## src/rtl/register_file_mp.sv

```systemverilog
// register_file_mp: DEPTH x WIDTH register file, one byte-enabled write port, two async read ports, clear sequencer.
// Optional same-cycle write-to-read forwarding when REGFILE_BYPASS_EN is defined.
`default_nettype none

module register_file_mp #(
  parameter int                WIDTH     = 32,
  parameter int                DEPTH     = 8,
  parameter logic [WIDTH-1:0]  RESET_VAL = '0,
  parameter bit                ZERO_REG  = 1'b0,
  localparam int               AW        = $clog2(DEPTH)
) (
  input  logic               clk,
  input  logic               rst,
  input  logic               write_enable,
  input  logic [AW-1:0]      waddr,
  input  logic [WIDTH-1:0]   wdata,
  input  logic [WIDTH/8-1:0] wbe,
  input  logic [AW-1:0]      raddr0,
  output logic [WIDTH-1:0]   rdata0,
  input  logic [AW-1:0]      raddr1,
  output logic [WIDTH-1:0]   rdata1,
  input  logic               clr_req,
  output logic               clr_busy,
  output logic               clr_done,
  output logic               wr_drop
);

  localparam int            NB      = WIDTH / 8;
  localparam logic [AW:0]   DEPTH_W = (AW+1)'(DEPTH);
  localparam logic [AW-1:0] LAST    = AW'(DEPTH - 1);

  typedef enum logic [1:0] {IDLE = 2'd0, CLEAR = 2'd1, DONE = 2'd2} state_t;

  state_t           state, state_nxt;
  logic [AW-1:0]    cnt;
  logic [WIDTH-1:0] mem [DEPTH];

  logic             wr_in_range, wr_zero, wr_active, wr_accept, wr_drop_nxt;
  logic [WIDTH-1:0] wmerged;
  logic [AW-1:0]    raddr_v [2];
  logic [WIDTH-1:0] rdata_v [2];

  assign wr_in_range = ({1'b0, waddr} < DEPTH_W);
  assign wr_zero     = ZERO_REG && (waddr == '0);
  assign wr_active   = write_enable && (wbe != '0);
  assign wr_accept   = wr_active && (state == IDLE) && wr_in_range && !wr_zero;
  assign wr_drop_nxt = wr_active && ((state != IDLE) || !wr_in_range);

  // Byte-merged write value, shared by the array update and the forwarding path
  always_comb begin
    wmerged = wr_in_range ? mem[waddr] : '0;
    for (int i = 0; i < NB; i++) begin
      if (wbe[i]) wmerged[8*i +: 8] = wdata[8*i +: 8];
    end
  end

  assign raddr_v[0] = raddr0;
  assign raddr_v[1] = raddr1;
  assign rdata0     = rdata_v[0];
  assign rdata1     = rdata_v[1];

  always_comb begin
    for (int p = 0; p < 2; p++) begin
      rdata_v[p] = '0;
      if (({1'b0, raddr_v[p]} < DEPTH_W) && !(ZERO_REG && (raddr_v[p] == '0)))
        rdata_v[p] = mem[raddr_v[p]];
`ifdef REGFILE_BYPASS_EN
      if (wr_accept && (raddr_v[p] == waddr))
        rdata_v[p] = wmerged;
`endif
    end
  end

  always_ff @(posedge clk or posedge rst) begin
    if (rst) begin
      for (int i = 0; i < DEPTH; i++) mem[i] <= RESET_VAL;
    end else if (state == CLEAR) begin
      mem[cnt] <= RESET_VAL;
    end else if (wr_accept) begin
      mem[waddr] <= wmerged;
    end
  end

  always_ff @(posedge clk or posedge rst) begin
    if (rst) begin
      state   <= IDLE;
      cnt     <= '0;
      wr_drop <= 1'b0;
    end else begin
      state   <= state_nxt;
      wr_drop <= wr_drop_nxt;
      if (state == CLEAR) cnt <= cnt + 1'b1;
      else                cnt <= '0;
    end
  end

  always_comb begin
    state_nxt = state;
    clr_busy  = 1'b0;
    clr_done  = 1'b0;
    case (state)
      IDLE:  if (clr_req) state_nxt = CLEAR;
      CLEAR: begin
        clr_busy = 1'b1;
        if (cnt == LAST) state_nxt = DONE;
      end
      DONE: begin
        clr_busy  = 1'b1;
        clr_done  = 1'b1;
        state_nxt = IDLE;
      end
      default: state_nxt = IDLE;
    endcase
  end

endmodule

`default_nettype wire

```

## config.mk

```make
export PLATFORM = sky130hd
export DESIGN_NAME = register_file_mp
export DESIGN_NICKNAME = d
export VERILOG_FILES = /design/src/rtl/register_file_mp.sv
export SDC_FILE = /design/constraint.sdc
export NUM_CORES = 1
export LEC_CHECK = 0
export CAP_MARGIN = 0
export CORE_MARGIN = 2
export CORE_UTILIZATION = 55
export DETAILED_ROUTE_END_ITERATION = 12
export PLACE_DENSITY = 0.81
export SLEW_MARGIN = 5
export SYNTH_ARGS = -nofsm -noshare
export SYNTH_HDL_FRONTEND = slang
export SYNTH_SLANG_ARGS = --single-unit
```

## constraint.sdc

```tcl
create_clock -name clk -period 12.79 [get_ports clk]
set_clock_uncertainty 0.05 [all_clocks]
set_input_delay 2.558 -clock clk [delete_from_list [all_inputs] [get_ports clk]]
set_output_delay 2.558 -clock clk [all_outputs]
set_load 0.02 [all_outputs]
```

* Yosys cells after proc, flatten, opt, wreduce, memory -nomap -nowiden
Cells that the tools add are included.
W data, S select, Z words.
** Word-level totals
- Register bits :: 262
- Bits of input ports :: 49
- Output and inout port bits :: 67
- Word-level logic and storage cells :: 66
** Cells by class
- $add $sub $neg :: 1
- $lt $le $gt $ge :: 6
- Equal/unequal tests :: 5
- Multiplexer cells :: 26
- Bitwise operators :: 6
- Reductions and logical operators :: 11
** Operators with widths (number)
- $mux W256 :: 2
- $bmux W32 S3 :: 3
- $and A256 B256 Y256 :: 1
- $bwmux W256 :: 1
- $mux W32 :: 8
- $not A256 Y256 :: 1
- $demux W32 S3 :: 2
- $mux W8 :: 4
- $ge A4 B4 Y1 const B :: 4
- $not A3 Y4 :: 4
- $lt A4 B1 Y1 const B :: 2
- $logic_and A1 B1 Y1 :: 5
- $mux W2 :: 2
- $pmux W2 S2 :: 1
- $reduce_bool A2 Y1 :: 2
- $reduce_bool A4 Y1 :: 1
- $add A3 B1 Y3 const B :: 1
- $eq A3 B3 Y1 const B :: 1
- $mux W3 :: 1
- $eq A2 B1 Y1 const B :: 1
- $eq A2 B2 Y1 const B :: 1
- $logic_not A2 Y1 :: 1
- $mux W1 :: 2
- $ne A2 B1 Y1 const B :: 1
- 3 further kinds :: 3

* Longest topological paths before layout
- Word-level depth :: 8
- Gate-level depth with buffers :: 10

* Least setup slack after synthesis
Ideal clock, no wire load.
- Path type :: input to output
- From :: input port raddr0[1]
- To :: output port rdata0[10]
- Arrival :: 4.075 ns
- Data required time :: 10.182 ns
- Slack :: 6.107 ns
- Stages on the path :: 5
- Buffers on the path :: 3
- Cell sequence :: buf_2 -> buf_2 -> buf_1 -> mux4_2 -> mux2_2
** On the way
- Cells in the longest elaborated chain, start to end :: 4
** RTL lines
- from (decl) :: RTL line 18 : input logic [AW-1:0] raddr0,
- $not A3 Y4 (implied by the code) :: RTL line 66 : rdata_v[p] = mem[raddr_v[p]];
- $bmux W32 S3 :: RTL line 66
- $mux W32 (implied by the code) (2 in a row) :: RTL line 66
- to (decl) :: RTL line 19 : output logic [WIDTH-1:0] rdata0,
No other way between the ends. The select of a mux whose other input is x is not followed.

* Worst setup path in the final report
- From :: input port raddr1[0]
- To :: output port rdata1[9]
** On the way
- Cells in the longest elaborated chain, start to end :: 4
** RTL lines
- from (decl) :: RTL line 20 : input logic [AW-1:0] raddr1,
- $not A3 Y4 (implied by the code) :: RTL line 66
- $bmux W32 S3 :: RTL line 66
- $mux W32 (implied by the code) (2 in a row) :: RTL line 66
- to (decl) :: RTL line 21 : output logic [WIDTH-1:0] rdata1,
No other way between the ends. The select of a mux whose other input is x is not followed.

==> flow_metrics.env <==
export IMPL_outcome="finished clean"
export IMPL_synthArstFlopShare_pct=100
export IMPL_start_util_pct=56.1
export IMPL_drive_above_1_share_pct=27.9
export IMPL_synth_top_area_share_pct=40.6
export IMPL_row_count=62
export IMPL_setup_viol_count_final=0
export IMPL_critPathBufInv=3
export IMPL_finalHoldViolations=0
export IMPL_max_slew_margin_pct=3.87
export IMPL_cts_hold_buf=0
export IMPL_synth_area_leader_cell="dfrtp_1"
export IMPL_cts_setup_buffers=0
export IMPL_critical_path_arrival_ns=5.16
export IMPL_clkSlewWorstSetupHoldPaths_ns=0.06
export IMPL_finalWeightedCongestion=0.886
export IMPL_firstDrtPassIters=6
export IMPL_nets=1308
export IMPL_fp_coreArea_um2=28800
export IMPL_drt_iter0_drc=2093
export IMPL_antenna_cells=0
export IMPL_postLayoutSetupSlackWorst_ns=5.02
export IMPL_worstPathCellList="buf_4 -> buf_4 -> mux4_2 -> mux2_2 -> clkdlybuf4s50_1"
export IMPL_ys_seq_elements=262
export IMPL_cts_tree="done"
export IMPL_powerDensity_nw_per_um2=211
export IMPL_vias=13200
export IMPL_post_route_period_util_pct=60.7
export IMPL_synth_top_flop_cell="dfrtp_1"
export IMPL_postRouteAntennaNets=0
export IMPL_cts_buffers=29
export IMPL_dp_cells=1606
export IMPL_die_w_um=175
export IMPL_dp_slack_ns=5.03
export IMPL_power_uw=3850
export IMPL_path_delay_family="buffers and inverters"
export IMPL_fin_crit_ns=7.77
export IMPL_grt_overflow=0
export IMPL_slowest_delay_ns=0.74
export IMPL_setup_tns_ns=0
export IMPL_p_leak_uw=0.00774
export IMPL_htree_levels=1
export IMPL_endpoint_kind="output pin"
export IMPL_ys_types=62
export IMPL_die_y_um=175
export IMPL_drv_slew=0
export IMPL_dp_hpwl_mm=30.8
export IMPL_utilization_pct=63.4
export IMPL_synth_area_top_cells="dfrtp_1 (41%), mux4_2 (18%), a22o_1 (12%), mux2_2 (5.3%), mux2_1 (2.6%)"
export IMPL_grt_use_total_pct=36.0
export IMPL_io_pin_count=116
export IMPL_fin_cells=1656
export IMPL_antenna_found_initial=0
export IMPL_cp_start_kind="input pin"
export IMPL_avgSynthCellArea_um2=13.5
export IMPL_maxCapViolations=0
export IMPL_ir_worst_vdd_v=0.000121
export IMPL_yosys_warnings=0
export IMPL_critical_path_class="input pin to output pin"
export IMPL_cts_resized=0
export IMPL_root_buffer="clkbuf_16"
export IMPL_critical_path_required_ns=10.18
export IMPL_crit_top_cell="buf_4"
export IMPL_fp_dieArea_um2=30700
export IMPL_avgViaCountPerCell=7.96
export IMPL_clock_sinks=262
export IMPL_fmax_mhz=129
export IMPL_synth_fp_nets=1251
export IMPL_syn_to_final_growth_pct=13.0
export IMPL_wl_per_cell_um=33.1
export IMPL_hp_class="flip-flop to flip-flop"
export IMPL_synth_cells=1196
export IMPL_fill_cells=2124
export IMPL_grt_first_pass_wirelength_mm=83.3
export IMPL_clkLatencyLatePin_ns=0.57
export IMPL_wl_mm=54.8
export IMPL_grt_pass1_vias=13600
export IMPL_tightest_slew_ns=1.44
export IMPL_critPathMaxFanout=45
export IMPL_io_buffers=115
export IMPL_cts_buffer_depth=3
export IMPL_synth_edf_count=0
export IMPL_post_route_drc_count=0
export IMPL_seq_area_frac_synth_pct=40.6
export IMPL_netlist_area_um2=16100
export IMPL_rsz0062_at_grt="no"
export IMPL_grt_max_degree=113
export IMPL_slowest_stage="buf_4"
## report_power, final
group          switching, uW  internal, uW  leakage [uW]  total, uW
Combinational            679           811       0.00380       1490
Clock                    351           503      0.000461        854
Sequential               366          1140       0.00349       1500
## cells in the final DEF, fill, tap and decap left out, types with 5 or more instances in the layout
cell / netlist / layout
a21oi_1: 8 / 8
mux2i_1: 15 / 15
buf_4: 20 / 37
clkbuf_1: 25 / 7
a221o_1: 22 / 22
ha_1: 6 / 6
o2bb2ai_1: 6 / 6
o22a_1: 6 / 6
clkdlybuf4s50_1: 0 / 106
a22o_1: 228 / 228
mux2_2: 76 / 76
clkbuf_8: 0 / 5
a221oi_2: 14 / 14
o22ai_1: 10 / 10
a221oi_1: 19 / 19
nand2_1: 44 / 44
a31oi_1: 8 / 8
nor2_1: 18 / 18
mux4_2: 132 / 132
dfrtp_1: 262 / 262
buf_2: 55 / 5
inv_1: 21 / 20
clkbuf_16: 0 / 29
o221ai_1: 8 / 8
a21oi_2: 10 / 10
a2bb2oi_2: 5 / 5
mux2_1: 37 / 37
a22oi_1: 21 / 21
o21ai_1: 30 / 30
## layer usage
metal  track usage, %  wire length (um)  vias up
li1                 -                 -     5034
met4             20.8              3720        0
met5                0                 0        -
met3             11.8              8510      338
met1             46.3             18600     6589
met2             53.7             24100     1215
## Yosys cell counts (15+ instances only)
cell type	instances
a221oi_1	19
buf_2	55
nor2_1	18
o21ai_1	30
nand2_1	44
mux2_1	37
buf_6	16
inv_1	21
mux4_2	132
dfrtp_1	262
mux2_2	76
mux2i_1	15
a221o_1	22
clkbuf_1	25
a22o_1	228
buf_4	20
a22oi_1	21
## layout make-up
type / count / area (um2) / share of cell area [%]
Timing Repair Buffer: 148 / 1360 / 7.48
Inverter: 25 / 101 / 0.556
Multi-Input combinational cell: 787 / 8780 / 48.2
Tap cell: 384 / 480 / 2.63
Sequential cell: 262 / 6560 / 36.0
Clock buffer: 41 / 821 / 4.50
Clock inverter: 9 / 129 / 0.707
## sequential cells by signal (all words and copies together) (netlist names)
signal,count
state,2
cnt,3
mem,256
wr_drop,1
## path summary, 6_finish.rpt
check,cells past startpoint,to,slack [ns],start
min reg2reg,1,mem[29],0.49,mem[29]
max,5,rdata1[9],5.02,raddr1[0]
min in group asynchronous,2,mem[55],2.49,rst
max in group asynchronous,3,mem[136],8.63,rst
max reg2reg,8,mem[115],9.82,state[1]
min,1,mem[29],0.49,mem[29]
## through the flow
step / hold WS [ns] / instance area, um2
global route: 0.519 / 18200
finish: 0.493 / 18200
CTS: 0.492 / 18200
floorplan: 0.430 / 16100
detailed placement: 0.472 / 17300
global placement: 0.456 / 17300
## kinds of logic (layout without fill, tap and decap cells)
group / after synthesis / in the layout / share of synthesized area [%]
simple gates: 102 / 102 / 3.34
fa+ha+maj: 6 / 6 / 0.465
flops: 262 / 262 / 40.6
compound gates: 414 / 414 / 22.8
mux: 265 / 265 / 27.7
buf+inv: 147 / 223 / 5.06
## worst reg2reg max path: cells and delay by family, from the launching register on
family | cells | cell delay, ns
adder cells (fa/ha/maj) | 1 | 0.38
AND/OR/NAND/NOR | 2 | 0.59
buffers and inverters | 3 | 1.00
AO/OA/AOI/OAI | 2 | 0.44
flip-flops | 1 | 0.39
Power figures use the tool's default switching activity.
